$ cat src/rtl/cmac_feeder_if.sv
// Handshake and operand bundle between the MAC-lane feeder and its neighbours:
// command port, upstream pair stream, MAC operand/result bus and result stream.
interface cmac_feeder_if #(
    parameter int DW = 16,
    parameter int CW = 12
);
    logic          start;
    logic [CW-1:0] taps;
    logic          busy;

    logic          in_valid;
    logic          in_ready;
    logic [DW-1:0] in_data;
    logic [DW-1:0] in_weight;

    logic          mac_clr;
    logic [DW-1:0] mac_data;
    logic [DW-1:0] mac_weight;
    logic          mac_nd;
    logic          mac_rfd;
    logic          mac_rdy;
    logic [DW-1:0] mac_result;

    logic          out_valid;
    logic          out_ready;
    logic [DW-1:0] out_result;

    // Feeder side
    modport slave (
        input  start, taps, in_valid, in_data, in_weight,
               mac_rfd, mac_rdy, mac_result, out_ready,
        output busy, in_ready, mac_clr, mac_data, mac_weight, mac_nd,
               out_valid, out_result
    );

    // Environment side: command source, upstream, MAC and downstream writer
    modport master (
        output start, taps, in_valid, in_data, in_weight,
               mac_rfd, mac_rdy, mac_result, out_ready,
        input  busy, in_ready, mac_clr, mac_data, mac_weight, mac_nd,
               out_valid, out_result
    );
endinterface

$ cat src/rtl/cmac_feeder.sv
// Input-side sequencer for one convolution MAC lane: clears the accumulator,
// streams tap pairs into the MAC, counts results and holds the final sum.
module cmac_feeder #(
    parameter int DW = 16,
    parameter int CW = 12
) (
    input  logic         clk,
    input  logic         rst,
    cmac_feeder_if.slave bus
);
    typedef enum logic [2:0] {IDLE, CLEAR, ISSUE, DRAIN, HOLD} state_t;

    state_t        state_q, state_d;
    logic [CW-1:0] taps_q, taps_d;
    logic [CW-1:0] issue_cnt_q, issue_cnt_d;
    logic [CW-1:0] done_cnt_q, done_cnt_d;
    logic [DW-1:0] mac_data_q, mac_data_d;
    logic [DW-1:0] mac_weight_q, mac_weight_d;
    logic [DW-1:0] out_result_q, out_result_d;
    logic          mac_nd_q, mac_nd_d;

    logic in_ready;
    logic hs;
    logic rdy_take;

    always_comb begin
        in_ready = (state_q == ISSUE) && bus.mac_rfd && (issue_cnt_q < taps_q);
        hs       = in_ready && bus.in_valid;
        rdy_take = bus.mac_rdy && ((state_q == ISSUE) || (state_q == DRAIN));
    end

    always_comb begin
        state_d      = state_q;
        taps_d       = taps_q;
        issue_cnt_d  = issue_cnt_q;
        done_cnt_d   = done_cnt_q;
        mac_data_d   = mac_data_q;
        mac_weight_d = mac_weight_q;
        out_result_d = out_result_q;
        mac_nd_d     = hs;

        if (hs) begin
            issue_cnt_d  = issue_cnt_q + CW'(1);
            mac_data_d   = bus.in_data;
            mac_weight_d = bus.in_weight;
        end
        if (rdy_take) begin
            done_cnt_d   = done_cnt_q + CW'(1);
            out_result_d = bus.mac_result;
        end

        case (state_q)
            IDLE: begin
                if (bus.start) begin
                    taps_d      = bus.taps;
                    issue_cnt_d = '0;
                    done_cnt_d  = '0;
                    // An empty command skips the MAC entirely and reports zero
                    if (bus.taps == '0) begin
                        state_d      = HOLD;
                        out_result_d = '0;
                    end else begin
                        state_d = CLEAR;
                    end
                end
            end
            CLEAR: state_d = ISSUE;
            ISSUE: begin
                // The last result may already be in when the last pair goes out
                if (issue_cnt_d == taps_q)
                    state_d = (done_cnt_d >= taps_q) ? HOLD : DRAIN;
            end
            DRAIN: begin
                if (done_cnt_d >= taps_q)
                    state_d = HOLD;
            end
            HOLD: begin
                if (bus.out_ready)
                    state_d = IDLE;
            end
            default: state_d = IDLE;
        endcase
    end

    always_ff @(posedge clk or negedge rst) begin
        if (!rst) begin
            state_q      <= IDLE;
            taps_q       <= '0;
            issue_cnt_q  <= '0;
            done_cnt_q   <= '0;
            mac_data_q   <= '0;
            mac_weight_q <= '0;
            out_result_q <= '0;
            mac_nd_q     <= 1'b0;
        end else begin
            state_q      <= state_d;
            taps_q       <= taps_d;
            issue_cnt_q  <= issue_cnt_d;
            done_cnt_q   <= done_cnt_d;
            mac_data_q   <= mac_data_d;
            mac_weight_q <= mac_weight_d;
            out_result_q <= out_result_d;
            mac_nd_q     <= mac_nd_d;
        end
    end

    assign bus.busy       = (state_q != IDLE);
    assign bus.in_ready   = in_ready;
    assign bus.mac_clr    = (state_q == CLEAR);
    assign bus.mac_data   = mac_data_q;
    assign bus.mac_weight = mac_weight_q;
    assign bus.mac_nd     = mac_nd_q;
    assign bus.out_valid  = (state_q == HOLD);
    assign bus.out_result = out_result_q;
endmodule
$ cat src/flat_wrapper.sv
// flat-port wrapper written by rule: the top's interface ports become plain ports
module cmac_feeder_flat 
#(
    parameter int DW = 16,
    parameter int CW = 12
)
  (clk, rst, bus_start, bus_taps, bus_in_valid, bus_in_data, bus_in_weight, bus_mac_rfd, bus_mac_rdy, bus_mac_result, bus_out_ready, bus_busy, bus_in_ready, bus_mac_clr, bus_mac_data, bus_mac_weight, bus_mac_nd, bus_out_valid, bus_out_result);
  cmac_feeder_if #(.DW(DW), .CW(CW)) bus_i ();
  input  logic clk;
  input  logic rst;
  input wire logic [$bits(bus_i.start)-1:0] bus_start;
  input wire logic [$bits(bus_i.taps)-1:0] bus_taps;
  input wire logic [$bits(bus_i.in_valid)-1:0] bus_in_valid;
  input wire logic [$bits(bus_i.in_data)-1:0] bus_in_data;
  input wire logic [$bits(bus_i.in_weight)-1:0] bus_in_weight;
  input wire logic [$bits(bus_i.mac_rfd)-1:0] bus_mac_rfd;
  input wire logic [$bits(bus_i.mac_rdy)-1:0] bus_mac_rdy;
  input wire logic [$bits(bus_i.mac_result)-1:0] bus_mac_result;
  input wire logic [$bits(bus_i.out_ready)-1:0] bus_out_ready;
  output wire logic [$bits(bus_i.busy)-1:0] bus_busy;
  output wire logic [$bits(bus_i.in_ready)-1:0] bus_in_ready;
  output wire logic [$bits(bus_i.mac_clr)-1:0] bus_mac_clr;
  output wire logic [$bits(bus_i.mac_data)-1:0] bus_mac_data;
  output wire logic [$bits(bus_i.mac_weight)-1:0] bus_mac_weight;
  output wire logic [$bits(bus_i.mac_nd)-1:0] bus_mac_nd;
  output wire logic [$bits(bus_i.out_valid)-1:0] bus_out_valid;
  output wire logic [$bits(bus_i.out_result)-1:0] bus_out_result;
  assign bus_i.start = bus_start;
  assign bus_i.taps = bus_taps;
  assign bus_i.in_valid = bus_in_valid;
  assign bus_i.in_data = bus_in_data;
  assign bus_i.in_weight = bus_in_weight;
  assign bus_i.mac_rfd = bus_mac_rfd;
  assign bus_i.mac_rdy = bus_mac_rdy;
  assign bus_i.mac_result = bus_mac_result;
  assign bus_i.out_ready = bus_out_ready;
  assign bus_busy = bus_i.busy;
  assign bus_in_ready = bus_i.in_ready;
  assign bus_mac_clr = bus_i.mac_clr;
  assign bus_mac_data = bus_i.mac_data;
  assign bus_mac_weight = bus_i.mac_weight;
  assign bus_mac_nd = bus_i.mac_nd;
  assign bus_out_valid = bus_i.out_valid;
  assign bus_out_result = bus_i.out_result;
  cmac_feeder #(.DW(DW), .CW(CW)) u_core (.clk(clk), .rst(rst), .bus(bus_i));
endmodule
$ cat config.mk
export PLATFORM = sky130hd
export DESIGN_NAME = cmac_feeder_flat
export DESIGN_NICKNAME = d
export VERILOG_FILES = /design/src/rtl/cmac_feeder_if.sv /design/src/rtl/cmac_feeder.sv /design/src/flat_wrapper.sv
export SDC_FILE = /design/constraint.sdc
export NUM_CORES = 1
export LEC_CHECK = 0
export CAP_MARGIN = 20
export CORE_AREA = 2 2 106 108
export CTS_CLUSTER_DIAMETER = 50
export DETAILED_ROUTE_END_ITERATION = 8
export DIE_AREA = 0 0 108 110
export GPL_TIMING_DRIVEN = 0
export HOLD_SLACK_MARGIN = 0.15
export PLACE_DENSITY = 0.76
export SLEW_MARGIN = 20
export SYNTH_ARGS = -nofsm -noshare
export SYNTH_HDL_FRONTEND = slang
export SYNTH_SLANG_ARGS = --single-unit
export TNS_END_PERCENT = 5
$ cat constraint.sdc
create_clock -name clk -period 2.9 [get_ports clk]
set_input_delay 0.29 -clock clk [delete_from_list [all_inputs] [get_ports clk]]
set_output_delay 0.29 -clock clk [all_outputs]
set_load 0.05 [all_outputs]
==> results of run 1 <==
-- layout make-up --
cell class	count	area (um^2)	area share (%)
Multi-Input combinational cell	403	2620	38.07
Sequential cell	88	2206	32.05
Timing Repair Buffer	157	1511	21.96
Tap cell	140	175.2	2.545
Clock buffer	10	137.6	2.000
Buffer	24	101.3	1.472
Inverter	24	90.09	1.309
Clock inverter	5	41.29	0.5999
-- state kept, by name, indices dropped and copies added (netlist names) --
register               cells
u_core.taps_q             12
u_core.bus.out_result     16
u_core.bus.mac_nd          1
u_core.done_cnt_q         12
u_core.bus.mac_data       16
u_core.issue_cnt_q        12
u_core.state_q             3
u_core.bus.mac_weight     16
-- power groups by stage --
stage                     registers [mW]  logic, mW  clock network (mW)
final                               1.56       1.44               0.789
after global routing                1.58       1.57               0.858
after CTS                           1.56       1.43               0.800
after detailed placement            1.58       1.33                   0
after global placement              1.57       1.29                   0
after floorplan                     1.87      0.551                   0
-- kinds of logic (layout without fill, tap and decap cells) --
| group | Yosys count | count (layout) | share of synthesized area [%] |
|---|---|---|---|
| simple gates | 262 | 262 | 24.82 |
| fa+ha+maj | 25 | 25 | 6.567 |
| flops | 88 | 88 | 46.23 |
| mux | 5 | 5 | 1.103 |
| compound gates | 82 | 83 | 12.16 |
| xor+xnor | 28 | 28 | 5.148 |
| buf+inv | 48 | 220 | 3.966 |
-- critical path: cells and delay by family, from the launching register on --
| family | cells | cell delay (ps) |
|---|---|---|
| compound gates | 5 | 1280 |
| fa+ha+maj | 1 | 280 |
| buf+inv | 1 | 190 |
| flops | 1 | 440 |
| mux | 1 | 350 |
| simple gates | 2 | 480 |
-- synth_stat cells (all sizes together) (2+ instances only) --
master	number
xnor2	16
a21o	3
nor4b	3
mux2i	3
nand4	5
o21ai	17
and4	5
a22oi	2
nand2	165
a41oi	2
dfrtp	88
inv	23
nand2b	7
clkbuf	22
mux2	2
o31ai	2
a211oi	5
o22ai	2
a211o	3
or3	3
a21oi	29
nor2	29
nand3	17
o211ai	2
ha	25
buf	2
xor2	12
nor3b	4
a2111oi	5
a31oi	2
nor4	3
nor3	3
and3	9
nor2b	4
-- timing repair --
action,CTS,global route
pin swaps,25,3
endpoints found under the hold margin,30,0
cloned,1,0
resized for setup,50,4
hold buffers,1,0
setup endpoints to repair,30,35
setup buffers,35,1
-- path summary, 6_finish.rpt --
path | endpoint | slack (ps) | depth (start not counted)
max | u_core.state_q[1] | -230 | 10
min | u_core.issue_cnt_q[3] | 430 | 2
max reg2reg | u_core.state_q[1] | -230 | 10
min reg2reg | u_core.bus.mac_weight[13] | 480 | 2
max in group asynchronous | u_core.done_cnt_q[6] | 1850 | 3
min in group clk | u_core.bus.mac_weight[3] | 450 | 3
-- routing by layer --
layer | share of wire (%) | vias to the layer above | track usage, %
met5 | 0 | - | 0
met4 | 3.7 | 0 | 9.707
met3 | 6.9 | 48 | 6.173
met2 | 49 | 146 | 41.69
met1 | 40 | 2110 | 27.72
li1 | - | 2154 | -
==> impl_results.md, run 1 <==
* Crit path required time at 3150 ps
* EDFF count, synth at 0
* # rows at 38
* Routability cong. at around 0.87
* CP Cell Sequence: ha_4 -> nand4_1 -> buf_4 -> a211oi_4 -> a2111oi_4 -> mux2_4 -> a41oi_2 -> and4bb_2 -> a31oi_4 -> a211o_1
* Die Y at 110 um
* Leakage power at 3.091 nW
* DRC errors left at 0
* Fin area at 0.006883 mm^2
* Dominant cells by area after synthesis: dfrtp_1 46%, nand2_1 13%, ha_1 6.6%
* Reg power frac at around two fifths
* Post-DR wirelength/cell at around 16 um
* Pint at 2.312 mW
* Synth unique cells at 56
* Warnings from Yosys at 0
* Worst Setup End Kind: register
* CTS sink count at 88
* Finished Layout Cells at between 800 and 900
* Vias in the first global route at 4,625
* Initial detailed-routing violation count at between 150 and 200
* Cts bufs inserted at 9
* Grt ovf at 0
* Combinational group share of total power at 38.0%
* Nets at 799
* ANT nets after route at 0
* N_diodes at 0
* Final Cycle Share at 107.9%
* Setup_tns at -670.3 ps
* GRT Total Usage at 23.73%
* Share of the synthesized area in the top cell type at 46.23%
* Syn_nets at 630
* Unrepaired setup endpoints after global routing: true
* Most frequent cells in the layout: 164 x nand2_1, 117 x clkdlybuf4s50_1, 85 x dfrtp_1
* Final Core Density at about 64%
* Port bufs at 119
* Syn Inst Count at 538
* Max Slew Vio Count at 0
* Failing checks: negative setup slack
* Ratio of cells with drive above 1 in the final layout at 14.77%
* Worst path max stage delay at 530 ps
* Max FO, Critical Path at 8
* Layout area overhead at 44.50%
* Synth Cell Area at 0.004763 mm^2
* Synth Area per Inst at between 8 and 9 um^2
* CTS tree: done
* Largest net degree at the start of global routing at slightly below 60
* P_sw at 1.480 mW
* Clk pwr share at between 20% and 30%
* Commonest non-fill, non-tap cell in the layout: nand2_1
* # placed instances at 798
* Status: finished with violations
* Final Hold Viols at 0
* Initial Util at 44.53%
* FF-to-FF Start: u_core.issue_cnt_q[10]
* Via density at 5.239
* First-pass GRT wire length at ~22 mm
* Top_reg_cell synth: dfrtp_1
* Via count at 4,458
* Register area share after synthesis at 46.23%
* Initial antenna violation count at 0
* Total chip power at around 3.8 mW
* DRT Pass-1 Iters at 4
* Cell type with the largest total area after synthesis: dfrtp_1
* Relative slew slack at 55.26%
* FF+latch count, synth at 88
* Element type at the critical path start: register
* Hpwl dp at around 9.4 mm
* Die ar. at ~0.012 mm^2
* Max-cap check violation count at 0
* Worst path arrival time at 3380 ps
* Clk root buf: clkbuf_8
* Post-route clock skew at 7.820 ps
* Final WS setup at -228.1 ps
* CP Class: register to register
* Hold WC Path Type: primary input to asynchronous set/reset pin
* Finish-stage setup viols at 4
* H-tree levels at 3
* CORE AREA at 0.01070 mm^2
* Switching share of power at between 30 and 40%
* Least-Margin Pin Slew at ~670 ps
* Hold_ws at 431.5 ps
* Crit path from: u_core.issue_cnt_q[10]
* Clk pin slew, worst setup/hold paths at approximately 90 ps
* Latest clock arrival within the worst-skew pair at 350 ps
* VDD IR max at 0.0003861 V
* Max Buffers Root-to-Sink at 2
* Asr flop ratio synth at 100.0%
* Pwr Density at 551.0 mW/mm^2
* # IOs at 120
* Routed WL at about 13 mm
* Die width at around 110 um
* F_max at 0.3197 GHz
* Pre-CTS WS at -719.5 ps
* Placed Instance Area at 0.006180 mm^2
* Slowest-stage cell, CP: a211oi_4
* Min Tclk post-route at 3128 ps
* Fillers at 856
Note: power is estimated with default switching activity, not from simulation.
==> run 2: changes to the inputs <==
--- a/config.mk
+++ b/config.mk
@@ -13,6 +13,7 @@
 export GPL_TIMING_DRIVEN = 0
 export HOLD_SLACK_MARGIN = 0.15
 export PLACE_DENSITY = 0.76
+export SETUP_SLACK_MARGIN = 0.5
 export SLEW_MARGIN = 20
 export SYNTH_ARGS = -nofsm -noshare
 export SYNTH_HDL_FRONTEND = slang
==> impl_results.md, run 2 (synthesis results as in run 1) <==
* Clk root buf: clkbuf_8
* Largest net degree at the start of global routing at around 60
* Pwr Density at 529.2 mW/mm^2
* Finish-stage setup viols at 3
* # rows at 38
* DRC errors left at 0
* Most frequent cells in the layout: 115 x clkdlybuf4s50_1, 112 x nand2_1, 84 x dfrtp_1
* Vias in the first global route at 4,680
* Max Buffers Root-to-Sink at 2
* Failing checks: negative setup slack
* CORE AREA at 0.01070 mm^2
* Min Tclk post-route at roughly 3100 ps
* Routability cong. at 0.8676
* Register-to-Register Path Depth at 11
* Layout area overhead at 56.66%
* Crit path required time at 3150 ps
* Final Hold Viols at 0
* Setup_tns at -518.4 ps
* Hpwl dp at 9.354 mm
* Via count at 4,634
* Reg2reg setup slack at -240 ps
* Total chip power at just under 4 mW
* Worst path arrival time at 3380 ps
* Die ar. at 0.01188 mm^2
* Post-route clock skew at 8.434 ps
* Max Slew Vio Count at 0
* VDD IR max at just under 0.0004 V
* Fillers at around 750
* Commonest non-fill, non-tap cell in the layout: clkdlybuf4s50_1
* CTS sink count at 88
* CTS tree: done
* F_max at 0.3187 GHz
* Die Y at 110 um
* Port bufs at 119
* Routed WL at 14.79 mm
* Hold WC Path Type: primary input to asynchronous set/reset pin
* Latest clock arrival within the worst-skew pair at between 300 and 400 ps
* CP Class: register to register
* ANT nets after route at 0
* Element type at the critical path start: register
* Worst Setup End Kind: register
* Initial antenna violation count at 0
* Initial detailed-routing violation count at 216
* Via density at approximately 5.4
* # IOs at 120
* N_diodes at 0
* Unrepaired setup endpoints after global routing: true
* H-tree levels at 3
* Nets at 812
* FF-to-FF Start: u_core.taps_q[10]
* Grt ovf at 0
* First-pass GRT wire length at 22.22 mm
* Status: finished with violations
* GRT Total Usage at 24.01%
* DRT Pass-1 Iters at 5
* Post-DR wirelength/cell at approximately 17 um
* Final WS setup at -237.4 ps
* Final Cycle Share at 108.2%
* Worst R2R End: u_core.state_q[1]
* Max FO, Critical Path at 8
* Initial Util at 44.53%
* Die width at 108 um
* Cts bufs inserted at 9
* Leakage power at 3.462 nW
* Clk pin slew, worst setup/hold paths at 90 ps
* Max-cap check violation count at 0
* Ratio of cells with drive above 1 in the final layout at between 20 and 30%
* Relative slew slack at between 40% and 50%
* Least-Margin Pin Slew at 831.8 ps
run 2: power breakdown:
group | total, mW | internal, mW | switching [mW]
Sequential | 1.56 | 1.40 | 0.160
Combinational | 1.59 | 0.649 | 0.942
Clock | 0.794 | 0.336 | 0.458
Total | 3.95 | 2.39 | 1.56
run 2: worst max path at each step:
| stage | start | endpoint |
|---|---|---|
| floorplan | u_core.taps_q[2] | u_core.state_q[1] |
| global placement | rst | u_core.bus.out_result[3] |
| detailed placement | u_core.state_q[1] | u_core.state_q[2] |
| CTS | u_core.taps_q[11] | u_core.state_q[1] |
| global route | u_core.taps_q[10] | u_core.state_q[1] |
| finish | u_core.taps_q[10] | u_core.state_q[1] |
run 2: per-layer routing:
layer  up-vias  GRT usage (%)  share of wire, %
met1      2221          27.80                40
met4         0          10.16               3.4
li1       2196              -                 -
met5         -              0                 0
met3        43          5.879               6.6
met2       174          42.59                50
run 2: cell type report:
cell class	count	area, um^2	area share (%)
multi-input cells	403	2959	39.65
flip-flops and latches	88	2207	29.58
repair buffers	170	1652	22.13
plain buffers	24	187.7	2.515
well taps	140	175.2	2.347
clock buffers	10	137.6	1.844
inverters	24	102.6	1.375
clock inverters	5	41.29	0.5533
run 2: critical path: stages (launching register included):
cell and delay (ps):
dfrtp_1 390, inv_2 70, ha_4 260, nand4_1 140, buf_4 190, a211oi_4 530
a2111oi_4 180, mux2_4 350, a41oi_2 230, and4bb_2 340, a31oi_4 110, a211o_1 240
run 2: through the flow:
step	hold slack, ps	util (%)	instance area, um^2	setup WS, ps	std cells
floorplan	-5.591	-	4788	-194.9	538
global placement	456.5	57.53	6155	-1671	797
detailed placement	275.6	57.77	6180	-719.5	798
CTS	435.6	66.27	7089	-68.56	851
global route	460.7	69.75	7462	-329.1	864
finish	422.5	69.75	7462	-237.4	864
run 2: repair_timing:
action / in CTS / in global routing
pin swaps: 59 / 60
gates resized for setup: 115 / 73
hold buffers: 1 / 0
buffers inserted: 36 / 13
cloned: 1 / 0
endpoints found under the setup margin: 48 / 72
endpoints found under the hold margin: 30 / 0
==> run 3: changes to the inputs <==
--- a/config.mk
+++ b/config.mk
@@ -11,7 +11,7 @@
 export DETAILED_ROUTE_END_ITERATION = 8
 export DIE_AREA = 0 0 108 110
 export GPL_TIMING_DRIVEN = 0
-export HOLD_SLACK_MARGIN = 0.15
+export HOLD_SLACK_MARGIN = 0.12
 export PLACE_DENSITY = 0.76
 export SETUP_SLACK_MARGIN = 0.5
 export SLEW_MARGIN = 20
==> results of run 3 <==
No change in the layout: final DEF, timing and power equal those of run 2.
